**config.mk**
```make
export PLATFORM = sky130hd
export DESIGN_NAME = adc_sample_fifo
export DESIGN_NICKNAME = d
export VERILOG_FILES = /design/src/rtl/adc_sample_fifo.sv
export SDC_FILE = /design/constraint.sdc
export NUM_CORES = 1
export LEC_CHECK = 0
export ABC_CLOCK_PERIOD_IN_PS = 2750
export BUFFER_PORTS_ARGS = -buffer_cell sky130_fd_sc_hd__buf_4
export CAP_MARGIN = 10
export CORE_MARGIN = 4
export CORE_UTILIZATION = 58
export DETAILED_ROUTE_END_ITERATION = 7
export PLACE_DENSITY = 0.87
export REMOVE_ABC_BUFFERS = 1
export SLEW_MARGIN = 25
export SYNTH_ARGS = -nofsm -noshare
export SYNTH_HDL_FRONTEND = slang
export SYNTH_SLANG_ARGS = --single-unit
```
**constraint.sdc**
```tcl
create_clock -name sclk -period 2.75 [get_ports sclk]
set_input_delay 0.55 -clock sclk [delete_from_list [all_inputs] [get_ports sclk]]
set_output_delay 0.55 -clock sclk [all_outputs]
set_load 0.03 [all_outputs]
```
**src/rtl/adc_sample_fifo.sv**
```systemverilog
// rtl/adc_sample_fifo.sv - ADC word capture: offset-binary to left-aligned two's complement,
// buffered in a first-word-fall-through FIFO with drop flag and saturating drop counter.
module adc_sample_fifo #(
  parameter int DEPTH = 8,
  parameter int OUT_W = 16,
  localparam int AW = $clog2(DEPTH)
) (
  input  logic             sclk,
  input  logic             rst,
  input  logic             en,
  output logic             adc_rx_en,
  input  logic             adc_done_tick,
  input  logic [11:0]      adc_din,
  output logic [OUT_W-1:0] m_data,
  output logic             m_valid,
  input  logic             m_ready,
  output logic [AW:0]      level,
  output logic             full,
  output logic             overflow,
  output logic [7:0]       ovf_cnt,
  input  logic             clr_ovf
);

  localparam logic [AW:0] FULL_LVL = (AW+1)'(DEPTH);

  logic [OUT_W-1:0] mem_q [DEPTH];
  logic [AW-1:0]    wr_ptr_q, wr_ptr_d;
  logic [AW-1:0]    rd_ptr_q, rd_ptr_d;
  logic [AW:0]      level_q, level_d;
  logic             ovf_q, ovf_d;
  logic [7:0]       ovf_cnt_q, ovf_cnt_d;
  logic             push_req, push, pop, drop;
  logic [OUT_W-1:0] word;

  assign full      = (level_q == FULL_LVL);
  assign m_valid   = (level_q != '0);
  assign adc_rx_en = en & ~full;
  assign m_data    = m_valid ? mem_q[rd_ptr_q] : '0;
  assign level     = level_q;
  assign overflow  = ovf_q;
  assign ovf_cnt   = ovf_cnt_q;

  // A full FIFO still accepts a sample when the head leaves in the same cycle.
  assign push_req = adc_done_tick & en;
  assign pop      = m_valid & m_ready;
  assign push     = push_req & (~full | pop);
  assign drop     = push_req & full & ~pop;

  always_comb begin
    word = '0;
    word[OUT_W-1 -: 12] = {~adc_din[11], adc_din[10:0]};
  end

  always_comb begin
    wr_ptr_d  = wr_ptr_q;
    rd_ptr_d  = rd_ptr_q;
    level_d   = level_q;
    ovf_d     = ovf_q;
    ovf_cnt_d = ovf_cnt_q;
    if (push) wr_ptr_d = wr_ptr_q + AW'(1);
    if (pop)  rd_ptr_d = rd_ptr_q + AW'(1);
    case ({push, pop})
      2'b10:   level_d = level_q + (AW+1)'(1);
      2'b01:   level_d = level_q - (AW+1)'(1);
      default: level_d = level_q;
    endcase
    // Clearing wins over a drop landing on the same edge.
    if (clr_ovf) begin
      ovf_d     = 1'b0;
      ovf_cnt_d = 8'd0;
    end else if (drop) begin
      ovf_d = 1'b1;
      if (ovf_cnt_q != 8'hFF) ovf_cnt_d = ovf_cnt_q + 8'd1;
    end
  end

  always_ff @(posedge sclk or posedge rst) begin
    if (rst) begin
      wr_ptr_q  <= '0;
      rd_ptr_q  <= '0;
      level_q   <= '0;
      ovf_q     <= 1'b0;
      ovf_cnt_q <= 8'd0;
    end else begin
      wr_ptr_q  <= wr_ptr_d;
      rd_ptr_q  <= rd_ptr_d;
      level_q   <= level_d;
      ovf_q     <= ovf_d;
      ovf_cnt_q <= ovf_cnt_d;
    end
  end

  always_ff @(posedge sclk) begin
    if (push) mem_q[wr_ptr_q] <= word;
  end

endmodule

```
Word level (Yosys, flattened, before mapping)
Memory sizes are Yosys's and may differ from the RTL's.
Index checks and enable logic that the tools add are counted.
{"block": "word_totals", "reg_bits": 19, "mem_bits_rw": 96, "in_bits": 18, "output_inout_bits": 32, "mem_count": 1}
{"block": "classes", "n_addsub": 5, "n_eq_ne": 4, "mux": 9, "n_bitwise": 10, "n_reduce_logical": 5}
{"name": "mem_q", "depth": 8, "word_bits": 12, "read_ports": 1, "rd_ports_with_merged_regs": 0, "write_ports": 1, "line_no": "26", "source": "logic [OUT_W-1:0] mem_q [DEPTH];"}
{"operator": "8-bit two-way mux", "n": 3}
{"operator": "16-bit two-way mux", "n": 1}
{"operator": "8-bit by 1-bit adder with 8-bit output (second input constant)", "n": 1}
{"operator": "8-bit inequality test (second input constant)", "n": 1}
{"operator": "4-bit one-hot mux with 2 select lines", "n": 1}
{"operator": "3-bit by 1-bit adder with 3-bit output (second input constant)", "n": 2}
{"operator": "1-bit bitwise AND", "n": 6}
{"operator": "2-bit nonzero test", "n": 3}
{"operator": "4-bit by 1-bit adder with 4-bit output (second input constant)", "n": 1}
{"operator": "4-bit == test (second input constant)", "n": 1}
{"operator": "1-bit two-way mux", "n": 4}
{"operator": "4-bit nonzero test", "n": 1}
{"operator": "4-bit by 1-bit subtractor with 4-bit output (second input constant)", "n": 1}
{"operator": "1-bit NOT", "n": 3}
{"operator": "2-bit by 1-bit == test with 1-bit output (second input constant)", "n": 1}
{"operator": "2-bit == test (second input constant)", "n": 1}
{"operator": "2-bit AND reduction", "n": 1}
{"operator": "1-bit OR", "n": 1}

Depth between registers and ports, before layout
Gate-level depths: netlist (run 1).
{"block": "logic_depth", "ltp_word": 6, "mapped_depth": 8, "mapped_depth_nobuf": 7}

Worst setup path after synthesis (run 1)
No wires, ideal clock.
{"block": "synth_path", "path_kind": "flip-flop to flip-flop", "startpoint": "reg level_q[1] (netlist: level[1])", "endpoint": "reg level_q[2] (netlist: level[2])", "setup_ns": 0.079, "t_arrival_ns": 2.594, "setup_slack_ns": 0.077, "stages_incl_launch_ff": 9, "synth_period_minus_slack_ns": 2.673, "cell_sequence": "dfrtp_1 -> buf_6 -> o41ai_1 -> nor2_1 -> xor2_1 -> ha_1 -> or4_2 -> nand3_1 -> xor2_1"}
{"block": "synth_between", "elab_chain_len": 6}
{"element": "start: declaration", "line_no": "29", "source": "logic [AW:0] level_q, level_d;"}
{"element": "start signal: assignment", "line_no": "87", "source": "level_q <= level_d;"}
{"element": "4-bit nonzero test / 4-bit == test (equally long branches)", "line_no": "36, 35"}
{"element": "1-bit bitwise AND / 1-bit NOT (equally long branches)", "line_no": "45, 46"}
{"element": "1-bit OR", "line_no": "46", "source": "assign push = push_req & (~full | pop);"}
{"element": "1-bit bitwise AND", "line_no": "46"}
{"element": "2-bit by 1-bit == test with 1-bit output / 2-bit == test (equally long branches)", "line_no": "62", "source": "case ({push, pop})"}
{"element": "4-bit one-hot mux with 2 select lines / 2-bit nonzero test (equally long branches)"}
Parallel ways exist; a longest one is shown, timed or not.
A chain may end at the register's enable or synchronous reset.

Final worst setup path (run 1)
{"block": "layout_path", "startpoint": "reg level_q[1] (netlist: level[1])", "endpoint": "out m_valid"}
{"block": "layout_between", "elab_chain_len": 1}
{"element": "4-bit nonzero test", "line_no": "36", "source": "assign m_valid = (level_q != '0);"}
{"element": "end: declaration", "line_no": "15", "source": "output logic m_valid,"}
No other way between the ends.

==> summary.txt, run 1 <==
Commonest non-fill, non-tap cell in the layout: edfxtp_1
Antenna Nets Post-Route: 0
# clock sinks: 115
CTS HTree Levels: 4
Pwr dens: 1090 nW/um2
Synth area leader: edfxtp_1
Core Footprint: 7890 um2
ANT cells: 0
Main flop type after synthesis: edfxtp_1
Die X: 99.0 um
Mapped Cells: 282
Met3 WL post-DR: 778 um
Crit-path max cell delay: 480 ps
Slowest CP cell: dfrtp_1
Crit-path cells: buf_4 > nor4_4 > buf_4 > inv_1 > buf_4
All-layer global routing usage: 24.1%
RD Place Congestion: 0.845
Routed len/inst: 23.3 um
Placed Area: 5340 um2
Synth area leaders: edfxtp_1 (60%), mux4_2 (11%), dfrtp_1 (9.9%)
Total global routing overflow: 0
Routed wire length: 10,800 um
Fin crit share: 97.2%
DR vias: 2,790
Largest net degree at the start of global routing: 27
Maximum clock path buffer count: 2
Buffers on Ports: 45
Crit path required time: 2200 ps
CP startpoint kind: flop
Worst Skew: 4.34 ps
Final worst path period need: 2670 ps
Clk_lat worst skew: 520 ps
Syn avg cell area: 17.0 um2
Final Setup Violations: 0
Number of global-route vias before repair: 2,908
Slew Limit Fails: 0
Mapped Area: 4800 um2
Slew margin rel.: 35.2%
Top cell by count, worst path: buf_4
Layout area overhead: 24.3%
Fmax: 0.374 GHz
Crit path max fanout: 16
Maximum vdd ir drop: 636 uV
First-pass GRT wire length: 17,000 um
Vias/cell: 6.03
Drt drc: 0
Die area: 9800 um2
Leak: 2.24 nW
Sequential area share after synthesis: 69.9%
Placement Setup Slack: 107 ps
Outcome: completed
Die Ht: 99.0 um
Critical path class: flop to output pin
Root Driver: clkbuf_8
FF-to-FF path depth: 7
Synth top area share: 60.0%
DRT Pass-1 Iters: 4
EDFF count, synth: 96
Max-Cap Viols: 0
Row count: 32
Fin area: 5970 um2
Post-CTS Hold Fix Bufs: 0
Yosys cell types: 40
Fin nets: 371
Initial antenna violation count: 0
Io pins: 50
Starting density of the core: 60.9%
Asr flop ratio synth: 16.5%
Share of layout cells above drive strength 1: 35.7%
Most frequent cells in the layout: edfxtp_1 (96), buf_4 (62), nor2_1 (24), mux4_2 (24), dfrtp_1 (18)
Power Total: 6.50 mW
Initial DRC count: 220
Slew @ Worst Pin: 969 ps
CTS tree: yes
CTS clk-pin slew, worst paths: 60 ps
Final WS setup: 77.1 ps
Top Metal Used: met4
Met1 wire length: 4120 um
HPWL after DPL: 6340 um
Worst min-delay path category: primary input to asynchronous set/reset pin
# fillers: 411
Fin util: 75.7%
Crit end category: output pin
Seq cells post-synth: 115
Ys Warns: 0
Metal2 WL: 5550 um
Total CTS buffers: 17
WP data arrival: 2120 ps
Hold Violations, Final: 0
worst paths after layout:
check / to / slack [ps] / startpoint
max in group asynchronous: rd_ptr_q[0] / 2110 / rst
setup / recovery: m_valid / 80 / level[1]
hold / removal: ovf_cnt[6] / 140 / rst
setup reg to reg: level[2] / 180 / level[2]
hold reg to reg: overflow / 550 / overflow
min in group sclk: ovf_cnt[6] / 260 / clr_ovf
registers in the layout, summed over array words and instances, names as in the netlist:
signal	flops
level	4
mem_q	96
overflow	1
ovf_cnt	8
rd_ptr_q	3
wr_ptr_q	3
per-layer routing:
metal | GRT usage [%] | vias to the layer above
li1 | - | 1219
met3 | 6.37 | 28
met4 | 11.4 | 0
met5 | 0 | -
met2 | 38.9 | 138
met1 | 30.5 | 1405
layout make-up:
type,instances,area [um2],share of cell area [%]
clock buffers,18,418,7.00
clock inverters,13,190,3.19
inverters,6,22.5,0.377
multi-input cells,145,1350,22.7
flip-flops and latches,115,3360,56.3
well taps,102,128,2.14
repair buffers,64,500,8.38
kinds of logic (layout without fill, tap and decap cells):
family | after synthesis | after routing | share of synthesized area, %
AO/OA/AOI/OAI | 21 | 21 | 2.68
adder cells (fa/ha/maj) | 4 | 4 | 1.04
flip-flops | 115 | 115 | 69.9
multiplexers | 39 | 39 | 14.4
other | 1 | 4 | 0.0781
buffers and inverters | 25 | 101 | 2.79
XOR/XNOR | 9 | 9 | 1.64
AND/OR/NAND/NOR | 68 | 68 | 7.43
synthesized netlist by cell type, drive strengths merged, types with 2 or more instances:
cell type   n
nor3        4
xnor2       5
dfrtp      19
or4         3
inv         6
o21ai       5
buf        11
nand3       6
mux4       24
or3         4
edfxtp     96
nand2b      3
nand2      13
nor2       25
ha          4
xor2        4
clkbuf      8
mux2i      14
a21oi      10
nand4       2
stage by stage:
stage | setup TNS [ps] | hold WS (ps) | instances
after floorplan | 0 | 484 | 266
after global placement | 0 | 503 | 432
after detailed placement | 0 | 533 | 432
after CTS | 0 | 161 | 463
after global routing | -15.2 | 212 | 463
final | 0 | 144 | 463
report_power, final:
part | switching [mW] | internal, mW | total (mW)
Clock | 0.733 | 1.54 | 2.27
Sequential | 0.172 | 2.04 | 2.21
Combinational | 1.11 | 0.899 | 2.01
Total | 2.02 | 4.48 | 6.50
worst max-delay path, delay by kind of cell (launching register included):
kind	cells	cell delay, ps
and+or+nand+nor	1	300
DFF	1	480
buffers and inverters	4	810
timing repair:
action | CTS | global route
gates resized for setup | 1 | 6
buffers inserted | 0 | 0
endpoints found under the setup margin | 2 | 10
(Power assumes the default switching activity.)
==> run 2: changes to the inputs <==
- PLACE_DENSITY: 0.87 -> 0.79
==> run 2 against run 1 <==
  * Setup slack better by 23 ps
  * Final area down 0.82%
  * Largest power group is now sequential cells
  * Clock power down 11%
  * Critical endpoint is now m_data[10]
  * First-iteration DRC count up 19%
  * Cell count unchanged
  * Via count down 2.5%
  * Sequential power about the same
==> summary.txt, run 2 (synthesized netlist as in run 1, its figures left out) <==
Post-CTS Hold Fix Bufs: 0
Leak: 2.21 nW
Slowest CP cell: mux4_2
Slew margin rel.: 44.1%
Reg2reg end: level[2]
Layout area overhead: 23.3%
Maximum clock path buffer count: 2
First-pass GRT wire length: 15,900 um
Final Setup Violations: 0
Io pins: 50
Clk_lat worst skew: 510 ps
Vias/cell: 5.87
Crit path max fanout: 13
Crit. Startpoint: rd_ptr_q[0]
Initial antenna violation count: 0
Worst Skew: 10.6 ps
DR vias: 2,719
WP data arrival: 2100 ps
WP buf/inv: 2
Hold Violations, Final: 0
ANT cells: 0
Power Total: 6.26 mW
Fin crit share: 96.4%
Max-Cap Viols: 0
Placed cell count: 430
RD Place Congestion: 0.770
CTS tree: yes
# clock sinks: 115
Core Footprint: 7890 um2
Routed len/inst: 22.3 um
Worst min-delay path category: primary input to asynchronous set/reset pin
Routed wire length: 10,300 um
Die area: 9800 um2
Setup slack, reg-to-reg: 300 ps
Slew Limit Fails: 0
Crit-path cells: buf_12 > mux4_2 > mux2i_1 > nor2_1 > buf_4
Outcome: completed
RSZ-0062 raised after global routing: false
Slew @ Worst Pin: 836 ps
FF-to-FF path depth: 7
Crit end category: output pin
Fmax: 0.377 GHz
All-layer global routing usage: 22.1%
CP startpoint kind: flop
Root Driver: clkbuf_8
CTS HTree Levels: 4
Drt drc: 0
Largest net degree at the start of global routing: 27
CTS clk-pin slew, worst paths: 60 ps
Postcts setup bufs: 0
Total CTS buffers: 17
Delay-heaviest family, CP: multiplexers
Crit path required time: 2200 ps
Worst hold margin: 166 ps
Number of global-route vias before repair: 2,796
Pwr dens: 1060 nW/um2
Crit-path max cell delay: 570 ps
Share of layout cells above drive strength 1: 34.9%
Total global routing overflow: 0
Starting density of the core: 60.9%
Commonest non-fill, non-tap cell in the layout: edfxtp_1
DRT Pass-1 Iters: 4
Final std cells w/o fill: 463
Antenna Nets Post-Route: 0
Initial DRC count: 262
Number of flip-flops in the largest register: 96
Row count: 32
Maximum vdd ir drop: 823 uV
Most frequent cells in the layout: edfxtp_1 (96), buf_4 (60), nor2_1 (25)
HPWL after DPL: 5650 um
Die Ht: 99.0 um
Final worst path period need: 2650 ps
Fin nets: 370
# resized after CTS: 0
Die X: 99.0 um
Setup TNS: 0 ps
Critical path class: flop to output pin
Top reg by flops: mem_q
Reg-to-Reg Start: level[2]
Buffers on Ports: 45
[run 2: metrics by stage]
| step | area (um2) | worst slack (ps) | util, % |
|---|---|---|---|
| detailed placement | 5340 | 257 | 67.7 |
| global route | 5920 | 2.82 | 75.1 |
| floorplan | 4700 | 88.0 | - |
| global placement | 5340 | 329 | 67.7 |
| finish | 5920 | 99.6 | 75.1 |
| CTS | 5900 | 58.0 | 74.7 |
[run 2: final cells by class]
| cell class | count | area (um2) |
|---|---|---|
| timing repair buffer | 63 | 515 |
| multi-input combinational | 145 | 1340 |
| inverter | 6 | 22.5 |
| sequential | 115 | 3360 |
| clock inverter | 13 | 135 |
| tap | 102 | 128 |
| fill | 440 | 1970 |
| clock buffer | 19 | 422 |
[run 2: worst max path at each step]
stage                        to  slack (ps)  depth (start not counted)
floorplan              level[2]          90                          7
global placement    mem_q[6][2]         330                          6
global route         m_data[10]           3                          5
CTS                  m_data[13]          60                          5
finish               m_data[10]         100                          5
detailed placement  mem_q[6][0]         260                          6
[run 2: where the power goes]
| group | internal, mW | total [mW] | switching [mW] | leakage, nW |
|---|---|---|---|---|
| Combinational | 0.919 | 2.05 | 1.13 | 0.838 |
| Sequential | 2.04 | 2.18 | 0.141 | 1.11 |
| Clock | 1.28 | 2.03 | 0.748 | 0.264 |
[run 2: metal layers]
metal	global-route usage [%]	vias up	wire length, um
li1	-	1223	-
met1	30.0	1352	4060
met2	34.4	123	5420
met3	7.01	21	666
met4	7.25	0	193
met5	0	-	0
